## config.mk

```make
export PLATFORM = sky130hd
export DESIGN_NAME = recovery_ctrl_flat
export DESIGN_NICKNAME = d
export VERILOG_FILES = /design/src/rtl/recovery_ctrl_if.sv /design/src/rtl/recovery_ctrl.sv /design/src/flat_wrapper.sv
export SDC_FILE = /design/constraint.sdc
export NUM_CORES = 1
export LEC_CHECK = 0
export ABC_CLOCK_PERIOD_IN_PS = 2600
export CAP_MARGIN = 20
export CORE_AREA = 2 2 99 101
export CTS_BUF_LIST = sky130_fd_sc_hd__clkbuf_4
export DETAILED_ROUTE_END_ITERATION = 6
export DIE_AREA = 0 0 101 103
export GPL_ROUTABILITY_DRIVEN = 0
export PLACE_DENSITY = 0.77
export SYNTH_ARGS = -nofsm -noshare
export SYNTH_HDL_FRONTEND = slang
export SYNTH_SLANG_ARGS = --single-unit
```

## constraint.sdc

```tcl
create_clock -name clk -period 2.6 [get_ports clk]
set_clock_uncertainty 0.2 [all_clocks]
set_input_delay 0.52 -clock clk [delete_from_list [all_inputs] [get_ports clk]]
set_output_delay 0.52 -clock clk [all_outputs]
set_load 0.05 [all_outputs]
```

## src/rtl/recovery_ctrl_if.sv

```systemverilog
// Mispredict recovery bus: predictor/ROB/LSB status in, flush and fetch redirect out.
// master = pipeline side, slave = recovery controller.
interface recovery_ctrl_if #(parameter int TAG_W = 4);
  logic             rdy;
  logic [TAG_W:0]   mp_tag;
  logic [31:0]      mp_pc;
  logic [TAG_W-1:0] rob_head;
  logic             commit_valid;
  logic [TAG_W-1:0] commit_tag;
  logic             mem_busy;
  logic             flush;
  logic             pc_set;
  logic [31:0]      pc_out;
  logic             stall_fetch;
  logic [15:0]      mp_count;

  modport master (
    output rdy, mp_tag, mp_pc, rob_head, commit_valid, commit_tag, mem_busy,
    input  flush, pc_set, pc_out, stall_fetch, mp_count
  );

  modport slave (
    input  rdy, mp_tag, mp_pc, rob_head, commit_valid, commit_tag, mem_busy,
    output flush, pc_set, pc_out, stall_fetch, mp_count
  );
endinterface

```

## src/rtl/recovery_ctrl.sv

```systemverilog
// Branch mispredict recovery: waits for the mispredicted branch to commit, flushes,
// drains outstanding memory traffic, then redirects fetch to the corrected PC.
module recovery_ctrl #(
  parameter int TAG_W = 4
) (
  input logic            clk,
  input logic            rst,
  recovery_ctrl_if.slave bus
);

  typedef enum logic [2:0] {
    IDLE,
    WAIT_COMMIT,
    FLUSH,
    DRAIN,
    REFETCH
  } state_t;

  state_t           state;
  logic [TAG_W-1:0] pend_tag;
  logic [31:0]      pend_pc;

  logic             report_valid;
  logic [TAG_W-1:0] report_tag;
  logic [TAG_W-1:0] report_age;
  logic [TAG_W-1:0] pend_age;
  logic             commit_hit_pend;
  logic             commit_hit_report;

  // Age is distance from the ROB head, wrapping naturally at TAG_W bits.
  assign report_valid      = bus.mp_tag[TAG_W];
  assign report_tag        = bus.mp_tag[TAG_W-1:0];
  assign report_age        = report_tag - bus.rob_head;
  assign pend_age          = pend_tag - bus.rob_head;
  assign commit_hit_pend   = bus.commit_valid && (bus.commit_tag == pend_tag);
  assign commit_hit_report = bus.commit_valid && (bus.commit_tag == report_tag);

  always_ff @(posedge clk) begin
    if (rst) begin
      state           <= IDLE;
      pend_tag        <= '0;
      pend_pc         <= '0;
      bus.flush       <= 1'b0;
      bus.pc_set      <= 1'b0;
      bus.pc_out      <= '0;
      bus.stall_fetch <= 1'b0;
      bus.mp_count    <= '0;
    end else if (!bus.rdy) begin
      // Frozen: pulses drop so they never stretch, everything else holds.
      bus.flush  <= 1'b0;
      bus.pc_set <= 1'b0;
    end else begin
      bus.flush  <= 1'b0;
      bus.pc_set <= 1'b0;
      case (state)
        IDLE: begin
          if (report_valid) begin
            pend_tag        <= report_tag;
            pend_pc         <= bus.mp_pc;
            bus.stall_fetch <= 1'b1;
            if (commit_hit_report) begin
              state     <= FLUSH;
              bus.flush <= 1'b1;
            end else begin
              state <= WAIT_COMMIT;
            end
          end
        end
        WAIT_COMMIT: begin
          // A commit of the pending branch wins over any same-cycle replacement.
          if (commit_hit_pend) begin
            state     <= FLUSH;
            bus.flush <= 1'b1;
          end else if (report_valid && (report_age < pend_age)) begin
            pend_tag <= report_tag;
            pend_pc  <= bus.mp_pc;
          end
        end
        FLUSH: begin
          state <= DRAIN;
        end
        DRAIN: begin
          if (!bus.mem_busy) begin
            state      <= REFETCH;
            bus.pc_set <= 1'b1;
            bus.pc_out <= pend_pc;
            if (bus.mp_count != 16'hFFFF) begin
              bus.mp_count <= bus.mp_count + 16'd1;
            end
          end
        end
        REFETCH: begin
          state           <= IDLE;
          bus.stall_fetch <= 1'b0;
        end
        default: begin
          state           <= IDLE;
          bus.stall_fetch <= 1'b0;
        end
      endcase
    end
  end

endmodule

```

## src/flat_wrapper.sv

```systemverilog
// flat-port wrapper written by rule: the top's interface ports become plain ports
module recovery_ctrl_flat 
#(
  parameter int TAG_W = 4
)
  (clk, rst, bus_rdy, bus_mp_tag, bus_mp_pc, bus_rob_head, bus_commit_valid, bus_commit_tag, bus_mem_busy, bus_flush, bus_pc_set, bus_pc_out, bus_stall_fetch, bus_mp_count);
  recovery_ctrl_if #(.TAG_W(TAG_W)) bus_i ();
  input logic clk;
  input logic rst;
  input wire logic [$bits(bus_i.rdy)-1:0] bus_rdy;
  input wire logic [$bits(bus_i.mp_tag)-1:0] bus_mp_tag;
  input wire logic [$bits(bus_i.mp_pc)-1:0] bus_mp_pc;
  input wire logic [$bits(bus_i.rob_head)-1:0] bus_rob_head;
  input wire logic [$bits(bus_i.commit_valid)-1:0] bus_commit_valid;
  input wire logic [$bits(bus_i.commit_tag)-1:0] bus_commit_tag;
  input wire logic [$bits(bus_i.mem_busy)-1:0] bus_mem_busy;
  output wire logic [$bits(bus_i.flush)-1:0] bus_flush;
  output wire logic [$bits(bus_i.pc_set)-1:0] bus_pc_set;
  output wire logic [$bits(bus_i.pc_out)-1:0] bus_pc_out;
  output wire logic [$bits(bus_i.stall_fetch)-1:0] bus_stall_fetch;
  output wire logic [$bits(bus_i.mp_count)-1:0] bus_mp_count;
  assign bus_i.rdy = bus_rdy;
  assign bus_i.mp_tag = bus_mp_tag;
  assign bus_i.mp_pc = bus_mp_pc;
  assign bus_i.rob_head = bus_rob_head;
  assign bus_i.commit_valid = bus_commit_valid;
  assign bus_i.commit_tag = bus_commit_tag;
  assign bus_i.mem_busy = bus_mem_busy;
  assign bus_flush = bus_i.flush;
  assign bus_pc_set = bus_i.pc_set;
  assign bus_pc_out = bus_i.pc_out;
  assign bus_stall_fetch = bus_i.stall_fetch;
  assign bus_mp_count = bus_i.mp_count;
  recovery_ctrl #(.TAG_W(TAG_W)) u_core (.clk(clk), .rst(rst), .bus(bus_i));
endmodule
```

Word-level counts from Yosys, hierarchy flattened
Index checks and enable logic that the tools add are counted.

Memories kept: 0. Memory bits (writable): 0. Bits of input ports: 50. Word-level logic and storage cells: 60. Bits in registers: 90. Bits in read-only memories: 0. Bits in latches: 0.

Shifts and indexed selects: 0. $mul: 0. Add/subtract/negate cells: 3. $lt $le $gt $ge: 1. Reduce and logical (&&, ||, !) cells: 13. Bitwise logic cells: 4. Muxes and demuxes: 20. Equal/unequal tests: 11. Divide/modulo/power cells: 0.

Operators with widths (count): $mux W32 (3); $pmux W32 S2 (1); $add A16 B1 Y16 const B (1); $ne A16 B16 Y1 const B (1); $mux W4 (3); $pmux W3 S4 (1); $mux W3 (3); $eq A4 B4 Y1 (2); $pmux W4 S2 (1); $reduce_and A4 Y1 (2); $sub A4 B4 Y4 (2); $eq A3 B2 Y1 const B (2); $ne A2 B2 Y1 const B (3); $reduce_and A3 Y1 (2); $reduce_or A3 Y1 (2); $mux W1 (5); $reduce_and A5 Y1 (1); $lt A4 B4 Y1 (1); $ne A2 B1 Y1 const B (2); $not A1 Y1 (4); $pmux W1 S2 (2); $eq A3 B1 Y1 const B (1); $logic_and A1 B1 Y1 (3); $logic_not A3 Y1 (1); 3 further kinds (3).

Depth between registers and ports, before layout
Gate-level depths: netlist of run 1.

Word-level depth: 6. Depth in mapped cells: 12.

Worst setup path before layout of run 1
No wires, ideal clock.

Kind: input to register. From: input bus_mp_tag[0]. To: register u_core.pend_pc[0]. Library setup time: 0.120 ns. Buffers on the path: 2. Data arrival time: 2.369 ns. Required time: 2.280 ns. Stages on the path: 11. Setup slack: -0.088 ns. Path through: inv_1 ha_1 fa_1 inv_1 ha_1 a211o_1 o211ai_1 a31oi_1 buf_4 buf_6 mux2i_1.

Cells in the longest elaborated chain, start to end: 5.

RTL lines: start: declaration (RTL line flat_wrapper.sv:11) `input wire logic [$bits(bus_i.mp_tag)-1:0] bus_mp_tag;`; $sub A4 B4 Y4 (RTL line recovery_ctrl.sv:33) `assign report_age = report_tag - bus.rob_head;`; $lt A4 B4 Y1 (RTL line recovery_ctrl.sv:74) `end else if (report_valid && (report_age < pend_age)) begin`; $logic_and A1 B1 Y1 (RTL line recovery_ctrl.sv:74); $ne A2 B1 Y1 (no line); $reduce_and A5 Y1 (no line); end signal: assignment (RTL line recovery_ctrl.sv:59) `pend_pc <= bus.mp_pc;`; end signal: assignment (RTL line recovery_ctrl.sv:76) `pend_pc <= bus.mp_pc;`; end: declaration (RTL line recovery_ctrl.sv:21) `logic [31:0] pend_pc;`.

No other way between the ends. A chain may end at the register's enable or synchronous reset.

Worst setup path after layout of run 1
From: input bus_rob_head[2]. To: register u_core.pend_pc[6].

Cells in the longest elaborated chain, start to end: 5. Elaborated cells between the ends (all ways): 6. Those cells by class: add/sub: 2; order compare: 1; eq/ne: 1; reduce/logical: 2.

RTL lines: start: declaration (RTL line flat_wrapper.sv:13) `input wire logic [$bits(bus_i.rob_head)-1:0] bus_rob_head;`; $sub A4 B4 Y4, on equally long branches (RTL line recovery_ctrl.sv:33, recovery_ctrl.sv:34); $lt A4 B4 Y1 (*) (RTL line recovery_ctrl.sv:74); $logic_and A1 B1 Y1 (*) (RTL line recovery_ctrl.sv:74); $ne A2 B1 Y1 (no line) (*); $reduce_and A5 Y1 (no line) (*).

Every way passes the cells marked *; elsewhere a longest branch is shown, timed or not.

==> flow_summary_export.csv, run 1 <==
group,metric,value,unit
outcome,status,"finished, violations left",
outcome,violations,"setup timing",
synthesis,yosysTopAreaCellShare,42.9,%
grt,overflow,0,
clock_network,cts_tree,"yes",
synthesis,postSynth.asyncResetShare,0,%
sta,fin_crit,2.68,ns
synthesis,avgSynthCellArea,8.98,um^2
finish,layout.nets,645,
grt,grt_start_max_net_pins,66,
grt,antenna_found_initial,0,
pwr,p_leak,2.23,nW
clock_network,insertion_delay,0.42,ns
synthesis,yosysUniqueCellTypes,43,
floorplanning,die_w,101,um
detailed_routing,ant_nets,0,
worst_setup_path,end_kind,"register",
clock_network,cts.sinks,90,
floorplanning,initial_core_util,44.4,%
finish,syn_to_final_growth,39.4,%
worst_setup_path,critPathMostFrequentCell,"buf_4",
floorplanning,die_h,103,um
synthesis,ys_seq_elements,90,
clock_network,cts_buffers,9,
sta,fin_crit_sh,103,%
synthesis,netlist_area,4200,um^2
worst_setup_path,cpMaxStageDelayCell,"clkdlybuf4s50_1",
worst_setup_path,cp.arrival,2.83,ns
worst_setup_path,crit_path_max_incr_delay,0.48,ns
run,cap_violations,0,
pwr,power,3.05,mW
grt,grt_pass1_vias,3461,
finish,layout_common_cells,"clkdlybuf4s50_1, dfxtp_1, nand2b_1",
placement,io_buffers,100,
synthesis,synthFlopType,"dfxtp_1",
synthesis,synth_seq_area_share,42.9,%
worst_setup_path,critPathLaunchType,"primary input",
sta,fin_tns_setup,-1.83,ns
pwr,sw_frac_of_total,25.6,%
floorplanning,core_area,9460,um^2
finish,drive_gt1_share,12.5,%
grt,grt_pass1_wl,15800,um
sta,timing.final.ws_setup,-0.0812,ns
sta,rsz0062_at_grt,"true",
pwr,intPower,2.27,mW
sta,hold-worst-slack,0.261,ns
clock_network,htreeDepth,3,
synthesis,synth-edff-count,0,
worst_setup_path,critPathTopFamily,"buffers and inverters",
placement,place_hpwl,6590,um
detailed_routing,wl_per_cell,14.3,um
placement,dpl_cell_area,5410,um^2
finish,antenna_cells,0,
finish,final_area,5860,um^2
synthesis,synthCells,468,
sta,worst-slew-pin-transition,0.630,ns
worst_setup_path,crit_type,"primary input to register",
detailed_routing,vias,3577,
clock_network,clock_path_buffers,2,
sta,slew_violations,0,
worst_setup_path,path_cells,"clkdlybuf4s50_1 > inv_2 > ha_4 > buf_4 > xnor2_2 > ha_2 > o211ai_1 > a31oi_4 > buf_4 > clkbuf_16 > mux2i_1",
pwr,power_density,520,nW/um^2
pwr,clock_power_share,26.4,%
sta,max_freq,373,MHz
placement,place_inst,673,
finish,fin_cells,700,
pwr,switchingPower,0.779,mW
synthesis,yosysWarnings,0,
floorplanning,rows,36,
synthesis,synth_area_leaders,"dfxtp_1, nand2b_1, mux2i_1",
floorplanning,dieArea,10400,um^2
synthesis,syn_nets,530,
worst_hold_path,hold_path_class,"register to register",
pwr,pwr-share-comb,24.3,%
pwr,ir_worst_vdd,0.000292,V
detailed_routing,drt_iter0_drc,105,
worst_setup_path,cp_num_buf_inv,5,
synthesis,synth_top_area_cell,"dfxtp_1",
detailed_routing,drcViolationCount,0,
grt,track_usage,19.2,%
sta,finalSetupViolCount,36,
sta,relSlewSlack,57.7,%
detailed_routing,drtPass1Iterations,5,
worst_setup_path,cp.required,2.75,ns
floorplanning,pin_count,101,
detailed_routing,viasPerCell,5.11,
worst_setup_path,crit_fanout,5,
clock_network,clockRootBuffer,"clkbuf_4",
worst_setup_path,reg2reg_slack,-0.07,ns
pwr,p_seq_share,49.3,%
sta,hold_viol,0,
detailed_routing,routed_wl,10000,um
finish,final_common_cell,"clkdlybuf4s50_1",
clock_network,clk_pin_slew,0.12,ns
power groups by stage:
stage | Sequential (mW) | Combinational [mW] | Clock (mW)
4_1_cts | 1.50 | 0.698 | 0.831
6_report | 1.50 | 0.741 | 0.803
2_1_floorplan | 1.52 | 0.347 | 0
3_3_place_gp | 1.53 | 0.499 | 0
3_5_place_dp | 1.53 | 0.519 | 0
5_1_grt | 1.51 | 0.790 | 0.874
cell type report:
| cell class | instances | area [um^2] |
|---|---|---|
| inverter | 13 | 56.3 |
| clock buffer | 9 | 67.6 |
| sequential | 90 | 1800 |
| multi-input combinational | 337 | 2310 |
| tap | 114 | 143 |
| timing repair buffer | 132 | 1410 |
| clock inverter | 5 | 71.3 |
| fill | 779 | 3600 |
worst paths after layout:
check / startpoint / end / depth (start not counted)
max: bus_rob_head[2] / u_core.pend_pc[6] / 11
min: u_core.pend_pc[30] / u_core.bus.pc_out[30] / 2
max reg2reg: u_core.pend_tag[0] / u_core.pend_pc[6] / 12
min reg2reg: u_core.pend_pc[30] / u_core.bus.pc_out[30] / 2
metrics by stage:
step / worst slack, ns / util, %
2_1_floorplan: -0.0346 / -
3_3_place_gp: -0.681 / 57.2
3_5_place_dp: -0.774 / 57.2
4_1_cts: -0.150 / 61.0
5_1_grt: -0.206 / 62.0
6_report: -0.0812 / 62.0
cells by family after synthesis:
group / Yosys count / synth area share (%)
simple gates: 203 / 25.7
flops: 90 / 42.9
compound gates: 57 / 8.18
buf+inv: 41 / 4.67
mux: 37 / 8.81
xor+xnor: 28 / 5.83
fa+ha+maj: 12 / 3.93
timing repair:
item / CTS / global route
setup buffers: 4 / 2
resized for setup: 23 / 9
endpoints found under the setup margin: 36 / 36
gates cloned: 6 / 1
pin swaps: 5 / 8
hold buffers: 0 / 0
sequential cells by signal, summed over array words and instances, names as in the netlist:
register	count
u_core.bus.pc_out	32
u_core.pend_pc	32
u_core.bus.mp_count	16
u_core.pend_tag	4
u_core.state	3
u_core.bus.flush	1
u_core.bus.pc_set	1
u_core.bus.stall_fetch	1
worst register-to-register path: stages (launching register included):
cell and delay (ns):
dfxtp_2 0.35, inv_2 0.06, ha_4 0.12, inv_2 0.04, fa_1 0.47, inv_1 0.04, ha_1 0.26, a211o_1 0.26
o211ai_1 0.14, a31oi_4 0.19, buf_4 0.18, clkbuf_16 0.15, mux2i_1 0.12
per-layer routing:
layer  up-vias  wire length [um]  global-route usage [%]
li1       1784                 -                       -
met1      1674              4400                    24.1
met2       104              4980                    33.1
met3        15               457                    2.64
met4         0               165                    8.63
met5         -                 0                       0
synthesized netlist by cell type, drive strengths merged (2+ instances only):
master / instances
inv: 13
nor4: 6
a311oi: 2
nand3: 8
xor2: 5
a211oi: 3
a31oi: 3
buf: 10
nor2: 21
nand2b: 76
clkbuf: 18
a21oi: 40
ha: 10
fa: 2
nand4: 5
xnor2: 23
mux2i: 37
dfxtp: 90
nor3: 6
a21o: 2
and4: 2
nand2: 72
nor4b: 3
Note: power is estimated with default switching activity, not from simulation.
==> inputs of run 2 (changes only) <==
CORE_AREA = 2 2 114 88   (was 2 2 99 101)
DIE_AREA = 0 0 116 90   (was 0 0 101 103)
==> flow_summary_export.csv, run 2 (same netlist as run 1, synthesis figures left out) <==
group,metric,value,unit
worst_setup_path,crit_fanout,5,
finish,utilization,61.6,%
floorplanning,core_area,9390,um^2
grt,track_usage,19.3,%
outcome,status,"finished, violations left",
sta,fin_crit_sh,103,%
sta,relSlewSlack,54.6,%
clock_network,clk_pin_slew,0.13,ns
run,cap_violations,0,
worst_setup_path,cp.arrival,2.80,ns
pwr,sw_frac_of_total,25.8,%
placement,io_buffers,100,
finish,layout.nets,637,
worst_setup_path,rr_worst_depth,12,
floorplanning,initial_core_util,44.8,%
detailed_routing,drcViolationCount,0,
sta,worst-slew-pin-transition,0.676,ns
pwr,ir_worst_vdd,0.000314,V
clock_network,insertion_delay,0.43,ns
clock_network,clockRootBuffer,"clkbuf_4",
sta,timing.final.ws_setup,-0.0833,ns
placement,place_inst,687,
placement,dpl_cell_area,5420,um^2
sta,hold-worst-slack,0.257,ns
detailed_routing,ant_nets,0,
placement,post-place-ws,-0.775,ns
sta,max_freq,373,MHz
clock_network,htreeDepth,3,
detailed_routing,vias,3501,
worst_setup_path,crit_type,"primary input to register",
finish,reg_top3,"u_core.bus.pc_out x32, u_core.pend_pc x32, u_core.bus.mp_count x16",
pwr,p_leak,2.19,nW
finish,multi_input_area,2260,um^2
pwr,intPower,2.24,mW
floorplanning,rows,31,
worst_setup_path,reg2reg_slack,-0.06,ns
finish,layout_common_cells,"clkdlybuf4s50_1, dfxtp_1, nand2b_1",
sta,fin_crit,2.68,ns
grt,grt_start_max_net_pins,77,
worst_setup_path,end_kind,"register",
clock_network,cts.sinks,90,
outcome,violations,"setup timing",
sta,rsz0062_at_grt,"true",
worst_setup_path,critPathLaunchType,"primary input",
placement,place_hpwl,6530,um
finish,syn_to_final_growth,37.6,%
finish,antenna_cells,0,
detailed_routing,viasPerCell,4.92,
sta,finalSetupViolCount,36,
sta,hold_viol,0,
worst_setup_path,rr_startpoint,"u_core.pend_tag[0]",
pwr,switchingPower,0.780,mW
worst_setup_path,cp.required,2.72,ns
sta,slew_violations,0,
finish,fin_cells,712,
grt,grt_pass1_wl,16100,um
grt,grt_pass1_vias,3364,
clock_network,clock_path_buffers,2,
finish,fillers,848,
worst_setup_path,reg2reg_to,"u_core.pend_pc[27]",
floorplanning,die_h,90,um
floorplanning,pin_count,101,
detailed_routing,drtPass1Iterations,4,
pwr,power_density,523,nW/um^2
floorplanning,dieArea,10400,um^2
floorplanning,die_w,116,um
pwr,p_seq_share,49.7,%
grt,antenna_found_initial,0,
worst_hold_path,holdCritStartpoint,"u_core.pend_pc[5]",
detailed_routing,routed_wl,9670,um
pwr,pwr-share-comb,22.3,%
worst_hold_path,hold_end,"u_core.bus.pc_out[5]",
grt,overflow,0,
clock_network,cts_tree,"yes",
finish,final_common_cell,"clkdlybuf4s50_1",
pwr,clock_power_share,28.0,%
worst_hold_path,hold_path_class,"register to register",
detailed_routing,drt_iter0_drc,196,
finish,final_area,5790,um^2
clock_network,cts-hold-fix-buffers,0,
finish,drive_gt1_share,10.5,%
clock_network,cts_buffers,9,
finish,regArea,1800,um^2
worst_hold_path,min_delay_path_depth,2,
detailed_routing,wl_per_cell,13.6,um
## run 2: layout make-up
type | instances | area share (%)
clock buffer | 10 | 1.30
clock inverter | 6 | 1.41
inverter | 13 | 0.973
multi-input combinational | 337 | 39.1
sequential | 90 | 31.2
tap | 132 | 2.85
timing repair buffer | 124 | 23.2
## run 2: worst max-delay path by stage
| stage | slack [ns] | startpoint | to |
|---|---|---|---|
| 2_1_floorplan | -0.03 | bus_mp_tag[0] | u_core.pend_pc[0] |
| 3_3_place_gp | -0.68 | bus_rob_head[1] | u_core.pend_pc[21] |
| 3_5_place_dp | -0.77 | bus_rob_head[0] | u_core.pend_pc[6] |
| 4_1_cts | -0.07 | u_core.pend_tag[0] | u_core.pend_pc[27] |
| 5_1_grt | -0.21 | u_core.pend_tag[0] | u_core.pend_pc[17] |
| 6_report | -0.08 | bus_rob_head[0] | u_core.pend_pc[27] |
## run 2: through the flow
step,TNS (ns),power [mW]
2_1_floorplan,-1.04,1.87
3_5_place_dp,-26.69,2.03
3_3_place_gp,-24.58,2.02
5_1_grt,-5.92,3.19
6_report,-2.36,3.02
4_1_cts,-1.76,3.04
## run 2: power groups by stage
stage | Clock, mW | Sequential, mW | Combinational (mW)
2_1_floorplan | 0 | 1.52 | 0.347
3_3_place_gp | 0 | 1.53 | 0.486
3_5_place_dp | 0 | 1.53 | 0.502
4_1_cts | 0.876 | 1.50 | 0.662
5_1_grt | 0.944 | 1.51 | 0.729
6_report | 0.848 | 1.50 | 0.673
## run 2: timing repair
action	4_1_cts	5_1_grt
setup endpoints to repair	36	36
pin swaps	2	2
gates resized for setup	17	0
buffers inserted	3	0
gates cloned	5	1
## run 2: per-layer routing
metal,share of wire (%),track usage [%],vias up,routed length [um]
met5,0,0,-,0
met4,1.3,5.26,0,121
li1,-,-,1775,-
met2,45,30.0,91,4390
met1,48,26.6,1622,4650
met3,5.2,4.79,13,507
## run 2: worst max-delay path: stages
cell and delay, ns:
dlygate4sd2_1 0.31, ha_4 0.16, inv_2 0.04, fa_1 0.50, inv_1 0.04, ha_1 0.26, a211o_1 0.25, o211ai_1 0.14
a31oi_4 0.15, buf_12 0.18, buf_12 0.14, mux2i_1 0.12
